[config.mk]
export PLATFORM = sky130hd
export DESIGN_NAME = rtr_channel_output_sched_flat
export DESIGN_NICKNAME = d
export VERILOG_FILES = /design/src/rtl/rtr_channel_output_sched_if.sv /design/src/rtl/rtr_channel_output_sched.sv /design/src/flat_wrapper.sv
export SDC_FILE = /design/constraint.sdc
export NUM_CORES = 1
export LEC_CHECK = 0
export CORE_ASPECT_RATIO = 1.4
export CORE_MARGIN = 4
export CORE_UTILIZATION = 57
export DETAILED_ROUTE_END_ITERATION = 10
export PLACE_DENSITY = 0.77
export SYNTH_ARGS = -nofsm -noshare
export SYNTH_HDL_FRONTEND = slang
export SYNTH_SLANG_ARGS = --single-unit
[constraint.sdc]
create_clock -name clk -period 4.2 [get_ports clk]
set_input_delay 0.42 -clock clk [delete_from_list [all_inputs] [get_ports clk]]
set_output_delay 0.42 -clock clk [all_outputs]
set_load 0.05 [all_outputs]
[src/rtl/rtr_channel_output_sched_if.sv]
// Channel bundle between the VC requesters and the output scheduler.
// The scheduler drives grants, flit control fields and link status.
interface rtr_channel_output_sched_if #(
  parameter int num_vcs = 4
);
  localparam int vc_idx_width =
    (num_vcs > 1) ? $clog2(num_vcs) : 1;

  logic [num_vcs-1:0]      req_ivc;
  logic [num_vcs-1:0]      req_head_ivc;
  logic [num_vcs-1:0]      req_tail_ivc;
  logic [num_vcs-1:0]      credit_ivc;
  logic [num_vcs-1:0]      gnt_ivc;
  logic                    flit_valid_out;
  logic [vc_idx_width-1:0] flit_vc_out;
  logic                    flit_head_out;
  logic                    flit_tail_out;
  logic                    link_active_out;
  logic                    credit_err_out;

  modport master (
    input  req_ivc,
    input  req_head_ivc,
    input  req_tail_ivc,
    input  credit_ivc,
    output gnt_ivc,
    output flit_valid_out,
    output flit_vc_out,
    output flit_head_out,
    output flit_tail_out,
    output link_active_out,
    output credit_err_out
  );

  modport slave (
    output req_ivc,
    output req_head_ivc,
    output req_tail_ivc,
    output credit_ivc,
    input  gnt_ivc,
    input  flit_valid_out,
    input  flit_vc_out,
    input  flit_head_out,
    input  flit_tail_out,
    input  link_active_out,
    input  credit_err_out
  );
endinterface

[src/rtl/rtr_channel_output_sched.sv]
// Send-side output channel scheduler: credit-gated round-robin
// over VCs, registered flit control fields and link sleep FSM.
module rtr_channel_output_sched #(
  parameter int num_vcs        = 4,
  parameter int buffer_size    = 8,
  parameter int enable_link_pm = 1,
  parameter int idle_timeout   = 4
) (
  input  logic clk,
  input  logic reset,
  input  logic active,
  rtr_channel_output_sched_if.master ch
);
  localparam int vc_idx_width =
    (num_vcs > 1) ? $clog2(num_vcs) : 1;
  localparam int cred_width = $clog2(buffer_size + 1);
  localparam int idle_width = $clog2(idle_timeout + 1);

  localparam logic [cred_width-1:0] cred_max =
    cred_width'(buffer_size);
  localparam logic [idle_width-1:0] idle_max =
    idle_width'(idle_timeout);
  localparam logic [vc_idx_width-1:0] last_vc =
    vc_idx_width'(num_vcs - 1);

  typedef enum logic {
    SLEEP  = 1'b0,
    ACTIVE = 1'b1
  } state_t;

  localparam state_t reset_state =
    (enable_link_pm != 0) ? SLEEP : ACTIVE;

  state_t                  state;
  logic [idle_width-1:0]   idle;
  logic [vc_idx_width-1:0] ptr;
  logic [cred_width-1:0]   cred [num_vcs];
  logic                    cred_err;

  logic                    flit_valid;
  logic [vc_idx_width-1:0] flit_vc;
  logic                    flit_head;
  logic                    flit_tail;

  logic [num_vcs-1:0]      elig;
  logic [num_vcs-1:0]      gnt_raw;
  logic [num_vcs-1:0]      gnt;
  logic [vc_idx_width-1:0] gnt_idx;
  logic [vc_idx_width-1:0] ptr_nxt;
  logic                    any_gnt;
  logic                    any_elig;
  logic                    found;
  int                      j;

  always_comb begin
    for (int v = 0; v < num_vcs; v++) begin
      elig[v] = ch.req_ivc[v] & (cred[v] != '0);
    end
  end

  // Scan starts at the pointer and wraps, so the first hit wins.
  always_comb begin
    gnt_raw = '0;
    gnt_idx = '0;
    found   = 1'b0;
    j       = 0;
    for (int i = 0; i < num_vcs; i++) begin
      j = int'(ptr) + i;
      if (j >= num_vcs) j = j - num_vcs;
      if (!found && elig[j]) begin
        gnt_raw[j] = 1'b1;
        gnt_idx    = vc_idx_width'(j);
        found      = 1'b1;
      end
    end
  end

  assign any_elig = |elig;
  assign gnt = (active && state == ACTIVE) ? gnt_raw : '0;
  assign any_gnt = |gnt;
  assign ptr_nxt =
    (gnt_idx == last_vc) ? '0 : gnt_idx + 1'b1;

  always_ff @(posedge clk or negedge reset) begin
    if (!reset) begin
      state      <= reset_state;
      idle       <= '0;
      ptr        <= '0;
      flit_valid <= 1'b0;
      flit_vc    <= '0;
      flit_head  <= 1'b0;
      flit_tail  <= 1'b0;
    end else if (active) begin
      if (any_gnt) begin
        ptr     <= ptr_nxt;
        flit_vc <= gnt_idx;
      end
      flit_valid <= any_gnt;
      flit_head  <= any_gnt & ch.req_head_ivc[gnt_idx];
      flit_tail  <= any_gnt & ch.req_tail_ivc[gnt_idx];
      if (enable_link_pm != 0) begin
        unique case (state)
          SLEEP: begin
            if (any_elig) begin
              state <= ACTIVE;
              idle  <= '0;
            end
          end
          ACTIVE: begin
            if (any_gnt) idle <= '0;
            else if (idle != idle_max) idle <= idle + 1'b1;
            if (idle == idle_max && !any_elig) state <= SLEEP;
          end
          default: state <= reset_state;
        endcase
      end
    end
  end

  // A credit on a full counter is dropped and flagged until reset.
  always_ff @(posedge clk or negedge reset) begin
    if (!reset) begin
      for (int v = 0; v < num_vcs; v++) cred[v] <= cred_max;
      cred_err <= 1'b0;
    end else if (active) begin
      for (int v = 0; v < num_vcs; v++) begin
        unique case ({gnt[v], ch.credit_ivc[v]})
          2'b10: cred[v] <= cred[v] - 1'b1;
          2'b01: begin
            if (cred[v] == cred_max) cred_err <= 1'b1;
            else cred[v] <= cred[v] + 1'b1;
          end
          default: ;
        endcase
      end
    end
  end

  assign ch.gnt_ivc         = gnt;
  assign ch.flit_valid_out  = flit_valid;
  assign ch.flit_vc_out     = flit_vc;
  assign ch.flit_head_out   = flit_head;
  assign ch.flit_tail_out   = flit_tail;
  assign ch.link_active_out = (state == ACTIVE);
  assign ch.credit_err_out  = cred_err;
endmodule

[src/flat_wrapper.sv]
// flat-port wrapper written by rule: the top's interface ports become plain ports
module rtr_channel_output_sched_flat 
#(
  parameter int num_vcs        = 4,
  parameter int buffer_size    = 8,
  parameter int enable_link_pm = 1,
  parameter int idle_timeout   = 4
)
  (clk, reset, active, ch_req_ivc, ch_req_head_ivc, ch_req_tail_ivc, ch_credit_ivc, ch_gnt_ivc, ch_flit_valid_out, ch_flit_vc_out, ch_flit_head_out, ch_flit_tail_out, ch_link_active_out, ch_credit_err_out);
  rtr_channel_output_sched_if #(.num_vcs(num_vcs)) ch_i ();
  input  logic clk;
  input  logic reset;
  input  logic active;
  input wire logic [$bits(ch_i.req_ivc)-1:0] ch_req_ivc;
  input wire logic [$bits(ch_i.req_head_ivc)-1:0] ch_req_head_ivc;
  input wire logic [$bits(ch_i.req_tail_ivc)-1:0] ch_req_tail_ivc;
  input wire logic [$bits(ch_i.credit_ivc)-1:0] ch_credit_ivc;
  output wire logic [$bits(ch_i.gnt_ivc)-1:0] ch_gnt_ivc;
  output wire logic [$bits(ch_i.flit_valid_out)-1:0] ch_flit_valid_out;
  output wire logic [$bits(ch_i.flit_vc_out)-1:0] ch_flit_vc_out;
  output wire logic [$bits(ch_i.flit_head_out)-1:0] ch_flit_head_out;
  output wire logic [$bits(ch_i.flit_tail_out)-1:0] ch_flit_tail_out;
  output wire logic [$bits(ch_i.link_active_out)-1:0] ch_link_active_out;
  output wire logic [$bits(ch_i.credit_err_out)-1:0] ch_credit_err_out;
  assign ch_i.req_ivc = ch_req_ivc;
  assign ch_i.req_head_ivc = ch_req_head_ivc;
  assign ch_i.req_tail_ivc = ch_req_tail_ivc;
  assign ch_i.credit_ivc = ch_credit_ivc;
  assign ch_gnt_ivc = ch_i.gnt_ivc;
  assign ch_flit_valid_out = ch_i.flit_valid_out;
  assign ch_flit_vc_out = ch_i.flit_vc_out;
  assign ch_flit_head_out = ch_i.flit_head_out;
  assign ch_flit_tail_out = ch_i.flit_tail_out;
  assign ch_link_active_out = ch_i.link_active_out;
  assign ch_credit_err_out = ch_i.credit_err_out;
  rtr_channel_output_sched #(.num_vcs(num_vcs), .buffer_size(buffer_size), .enable_link_pm(enable_link_pm), .idle_timeout(idle_timeout)) u_core (.clk(clk), .reset(reset), .active(active), .ch(ch_i));
endmodule
== Yosys cells after proc, flatten, opt, wreduce, memory -nomap -nowiden ==
Index checks and enable logic that the tools add are counted.

* $add $sub $neg: 17
* Order comparisons: 13
* Eq/ne operators: 21
* Muxes and demuxes: 64
* Bitwise logic cells: 10
* Reduce and logical (&&, ||, !) cells: 29

{| class="wikitable"
|+ Operator list
! cell !! count
|-
| >= comparator 32 x 1 -> 1 bit (second input constant) || 4
|-
| < comparator 32 x 4 -> 1 bit (second input constant) || 4
|-
| 2-to-1 mux 32 bit || 4
|-
| >= comparator 32 x 4 -> 1 bit (second input constant) || 3
|-
| subtractor 32 x 4 -> 32 bit (second input constant) || 3
|-
| 2-to-1 mux 4 bit || 9
|-
| case mux 4 bit (2 select lines) || 4
|-
| 2-to-1 mux 1 bit || 27
|-
| adder 4 x 1 -> 4 bit (second input constant) || 4
|-
| == test 4 bit (second input constant) || 4
|-
| nonzero test 4 bit || 4
|-
| subtractor 4 x 1 -> 4 bit (second input constant) || 4
|-
| AND reduction 3 bit || 5
|-
| binary-select mux 1 bit (select 2 bit) || 6
|-
| bitwise OR 4 bit || 3
|-
| == test 2 bit (second input constant) || 5
|-
| 2-to-1 mux 2 bit || 5
|-
| logical AND 1 bit || 9
|-
| 2-to-1 mux 3 bit || 3
|-
| demux 1 bit (select 2 bit) || 4
|-
| == test 2 x 1 -> 1 bit (second input constant) || 4
|-
| inequality test 2 bit (second input constant) || 4
|-
| nonzero test 2 bit || 4
|-
| OR reduction 4 bit || 2
|-
| 16 further kinds || 26
|}

* Bits in registers: 28
* Word-level logic and storage cells: 166

== Longest topological paths before layout ==
* Word-level depth: 24
* Mapped depth: 16
* Mapped depth without buffers: 14

== Worst setup path after synthesis ==
Ideal clock, no wire load.

* Path kind: flip-flop to flip-flop
* From: reg u_core.ptr[1]
* To: reg u_core.cred[15] in the netlist's numbering
* Setup time: 0.075 ns
* Data arrival time: 3.697 ns
* Required time: 4.125 ns
* Path slack: 0.429 ns
* Cell stages (with the launch flop): 16
* Path buffers: 2
* Period minus slack after synthesis: 3.771 ns
* Cells stage by stage: dfrtp_1 -> clkbuf_1 -> inv_1 -> ha_1 -> clkbuf_1 -> nor3_1 -> o2111ai_1 -> a21oi_1 -> nor3_1 -> o21ai_0 -> ha_1 -> a21o_1 -> a21o_1 -> or2_2 -> mux2i_1 -> xor2_1

* Cells in the longest elaborated chain, start to end: 19
* Elaborated cells between the ends (all ways): 70
* Those cells by class: add/sub (7); order compare (12); eq/ne (3); mux (33); bitwise (3); reduce/logical (12)

{| class="wikitable"
|+ Ends and longest elaborated chain
! element !! RTL line !! text
|-
| start: declaration || rtr_channel_output_sched.sv:36 || <nowiki>logic [vc_idx_width-1:0] ptr;</nowiki>
|-
| start signal: assignment || rtr_channel_output_sched.sv:95 || <nowiki>ptr <= ptr_nxt;</nowiki>
|-
| parallel branches: the longest is 14 deep, another holds subtractor 32 x 4 -> 32 bit || -- ||
|-
| 2-to-1 mux 4 bit (*) || rtr_channel_output_sched.sv:70 || <nowiki>if (!found && elig[j]) begin</nowiki>
|-
| 2-to-1 mux 4 bit (*) || rtr_channel_output_sched.sv:79 || <nowiki>assign gnt = (active && state == ACTIVE) ? gnt_raw : '0;</nowiki>
|-
| == test 2 x 1 -> 1 bit or == test 2 bit (tied branches) || rtr_channel_output_sched.sv:127 || <nowiki>unique case ({gnt[v], ch.credit_ivc[v]})</nowiki>
|-
| inequality test 2 bit (no source line) or nonzero test 2 bit (tied branches) || -- ||
|-
| AND reduction 3 bit (no source line) || -- ||
|-
| end signal: indexed assignment || rtr_channel_output_sched.sv:128 || <nowiki>2'b10: cred[v] <= cred[v] - 1'b1;</nowiki>
|-
| end signal: indexed assignment || rtr_channel_output_sched.sv:131 || <nowiki>else cred[v] <= cred[v] + 1'b1;</nowiki>
|-
| end: declaration || rtr_channel_output_sched.sv:37 || <nowiki>logic [cred_width-1:0] cred [num_vcs];</nowiki>
|}

Every way passes the cells marked *. The select of a mux whose other input is x is not followed.
A chain may end at the register's enable or synchronous reset.

== Final worst setup path ==
* From: reg u_core.cred[4] in the netlist's numbering
* To: out ch_gnt_ivc[1]

* Cells in the longest elaborated chain, start to end: 16
* Elaborated cells between the ends (all ways): 31
* Those cells by class: mux (20); bitwise (4); reduce/logical (7)

{| class="wikitable"
|+ Ends and longest elaborated chain
! element !! RTL line !! text
|-
| nonzero test 4 bit (*) || rtr_channel_output_sched.sv:57 || <nowiki>elig[v] = ch.req_ivc[v] & (cred[v] != '0);</nowiki>
|-
| AND 1 bit (*) || rtr_channel_output_sched.sv:57 ||
|-
| binary-select mux 1 bit (select 2 bit) || rtr_channel_output_sched.sv:70 ||
|-
| 2-to-1 mux 1 bit (implied by the code) (2 in series) || rtr_channel_output_sched.sv:70 ||
|-
| 2-to-1 mux 1 bit || rtr_channel_output_sched.sv:70 ||
|-
| logical NOT 1 bit || rtr_channel_output_sched.sv:70 ||
|-
| logical AND 1 bit || rtr_channel_output_sched.sv:70 ||
|-
| 2-to-1 mux 1 bit || rtr_channel_output_sched.sv:70 ||
|-
| logical NOT 1 bit || rtr_channel_output_sched.sv:70 ||
|-
| logical AND 1 bit || rtr_channel_output_sched.sv:70 ||
|-
| 2-to-1 mux 1 bit || rtr_channel_output_sched.sv:70 ||
|-
| logical NOT 1 bit || rtr_channel_output_sched.sv:70 ||
|-
| logical AND 1 bit || rtr_channel_output_sched.sv:70 ||
|-
| 2-to-1 mux 4 bit (*) || rtr_channel_output_sched.sv:70 ||
|-
| 2-to-1 mux 4 bit (*) || rtr_channel_output_sched.sv:79 ||
|-
| end: declaration || flat_wrapper.sv:18 || <nowiki>output wire logic [$bits(ch_i.gnt_ivc)-1:0] ch_gnt_ivc;</nowiki>
|}

Mark *: on every way between the ends. The rest lies on a longest branch, timed or not. The select of a mux whose other input is x is not followed.

==> impl_metrics.csv <==
group,metric,value,unit
final_layout,final_util,71.1,%
synth,yosysMostFrequentCell,"nand2_1",
final_layout,layout-drive-gt1-share,10.6,%
pwr,ir_worst_vdd,508,uV
global_routing,grt_pass1_vias,2393,
synth,ys_ff_latch,28,
timing,slew_viol_final,0,
timing,hold_violations,0,
pwr,design_power_total,2.72,mW
synth,synth_area_leaders,"dfrtp_1 (23%), ha_1 (8.7%), mux2i_1 (4.6%)",
timing,fmax,256,MHz
timing,fin_tns_setup,0,ns
floorplanning,die_h,88.0,um
synth,synth_top_area_share,23.1,%
hold_path,hold_path_class,"in -> async",
timing,setup_violations,0,
route,met3_length,249,um
placement,place.gp.congestion,0.912,
final_layout,syn2layout_area_growth,17.8,%
global_routing,grt_pass1_wl,10900,um
route,vias_per_cell,6.30,
pwr,p_leak,1.30,nW
clocking,clkSinkCount,28,
global_routing,antenna_found_initial,0,
route,top_layer,"met4",
clocking,cts_tree,"done",
setup_path,worstSetupEndpointType,"output port",
synth,async_flop_share,100,%
timing,whs,0.502,ns
synth,synth_nets,329,
timing,min_period,3.91,ns
placement,portBuffers,29,
synth,yosysTopAreaCell,"dfrtp_1",
clocking,clkLatencyLatePin,0.28,ns
placement,hpwl,4910,um
synth,syn_inst,288,
synth,ys.warnings.count,0,
setup_path,rr_startpoint,"u_core.cred[9]",
floorplanning,die-area,0.00573,mm^2
setup_path,r2r_setup_slack,0.30,ns
synth,synth-main-ff-cell,"dfrtp_1",
synth,yosys-top-cells-count,"nand2_1 (29), dfrtp_1 (24), ha_1 (18)",
setup_path,rr_endpoint,"u_core.cred[15]",
timing,relSlewSlack,50.5,%
synth,synth_edf_count,0,
synth,ys_seq_area_share,27.1,%
synth,ys_types,60,
setup_path,r2r_cells,12,
timing,skew,0.00810,ns
final_layout,diodes,0,
setup_path,critPathLaunchType,"flop",
route,met2_length,3410,um
synth,synth_area,0.00260,mm^2
route,ant_nets,0,
final_layout,fillers,370,
final_layout,final_nets,364,
global_routing,gr-usage-all-layers,24.3,%
floorplanning,coreArea,0.00431,mm^2
clocking,cts_htree_levels,1,
setup_path,critPathCapture,"ch_gnt_ivc[1]",
timing,tightest_slew,0.733,ns
job,maxCapViolCount,0,
synth,synth_area_per_cell,9.04,um^2
global_routing,grt_overflow,0,
clocking,path_clk_slew,0.11,ns
route,drc,0,
global_routing,grt_max_degree,29,
route,wl,6440,um
route,drt_iter0_drc,170,
timing,grt_setup_unrepaired,"no",
route,dr_total_vias,2408,
setup_path,arrival,3.49,ns
setup_path,worst-setup-path-type,"reg -> out",
floorplanning,core.rowCount,28,
clocking,clockBufferDepth,2,
route,routedWlPerCell,16.9,um
floorplanning,floorplan.initialDensity,60.4,%
clocking,cts_buffers,3,
floorplanning,dieWidth,65.1,um
setup_path,required,3.78,ns
floorplanning,io_pins,30,
setup_path,critPathLaunch,"u_core.cred[4]",
clocking,ctsRootBufferMaster,"clkbuf_8",
setup_path,crit_fanout,7,
clocking,post_cts_buffers,0,
route,first_pass_iters,4,
pwr,powerDensity,887,mW/mm^2
timing,layout_worst_path_cycle_share,93.0,%
outcome,status,"finished clean",
route,wl_met1,2670,um
critical path, stage by stage (launching register included):
cell and delay (ns):
dfrtp_1 0.49, o41ai_1 0.75, and3_1 0.27, o2111ai_1 0.22
buf_4 0.24, a21oi_1 0.20, nor2_1 0.09, nor2_1 0.12
clkdlybuf4s50_1 0.82
how the worst min path moves through the flow:
stage | from | to | slack [ns] | cells past startpoint
5_1_grt | reset | u_core.cred[13] | 0.53 | 2
6_report | reset | u_core.cred[13] | 0.50 | 2
4_1_cts | u_core.ch.flit_vc_out[0] | u_core.ch.flit_vc_out[0] | 0.51 | 1
3_5_place_dp | u_core.ch.flit_vc_out[0] | u_core.ch.flit_vc_out[0] | 0.48 | 1
2_1_floorplan | reset | u_core.ch.credit_err_out | 0.12 | 0
3_3_place_gp | u_core.ch.flit_valid_out | u_core.ch.flit_valid_out | 0.46 | 1
power breakdown:
part / leakage [nW] / internal [mW] / switching [mW] / total (mW)
Clock: 0.0288 / 0.0841 / 0.0908 / 0.175
Combinational: 0.937 / 0.826 / 1.10 / 1.93
Sequential: 0.335 / 0.419 / 0.198 / 0.617
Total: 1.30 / 1.33 / 1.39 / 2.72
what timing repair did:
item	in CTS	in global routing
setup endpoints to repair	0	1
hold buffers	0	0
gates resized for setup	0	1
state kept, by name (all words and copies together), names as in the netlist:
register                   count
u_core.ptr                     2
u_core.ch.link_active_out      1
u_core.ch.flit_valid_out       1
u_core.idle                    3
u_core.cred                   16
u_core.ch.credit_err_out       1
u_core.ch.flit_tail_out        1
u_core.ch.flit_head_out        1
u_core.ch.flit_vc_out          2
placed cells by master, fill, tap and decap left out, types with 6 or more instances in the layout:
cell type	instances
nor2_1	17
o21ai_0	9
a32o_1	6
a21oi_1	9
and2_1	6
o21ai_1	6
mux2i_1	12
nand2_1	29
a21o_1	7
inv_1	16
clkdlybuf4s50_1	28
a22o_1	6
nand3_1	17
dfrtp_1	24
ha_1	18
buf_4	10
nor3_1	12
stage by stage:
stage / worst slack (ns) / area (um^2) / cells
5_1_grt: 0.0916 / 3070 / 382
6_report: 0.295 / 3070 / 382
2_1_floorplan: 0.429 / 2600 / 288
3_3_place_gp: 0.382 / 3000 / 378
3_5_place_dp: 0.228 / 3000 / 378
4_1_cts: 0.221 / 3050 / 382
cell families (layout without fill, tap and decap cells):
group / count (synthesis) / count (layout) / synth area share (%)
compound gates: 82 / 82 / 25.5
xor+xnor: 10 / 10 / 3.37
fa+ha+maj: 22 / 22 / 11.7
buf+inv: 24 / 58 / 3.61
flops: 28 / 28 / 27.1
mux: 21 / 21 / 9.95
simple gates: 101 / 101 / 18.8
layer usage:
metal  global-route usage, %  vias up
met1                    28.1     1158
met4                    6.98        0
li1                        -     1164
met2                    45.8       72
met3                    3.85       14
met5                       0        -
cell type report:
cell class                 count  area (um^2)  share of cell area, %
inverter                      16         60.1                   1.96
timing repair buffer          38          355                   11.6
multi-input combinational    236         1810                   59.2
tap                           60         75.1                   2.45
sequential                    28          706                   23.0
clock buffer                   4         55.1                   1.80
Note: power is estimated with default switching activity, not from simulation.
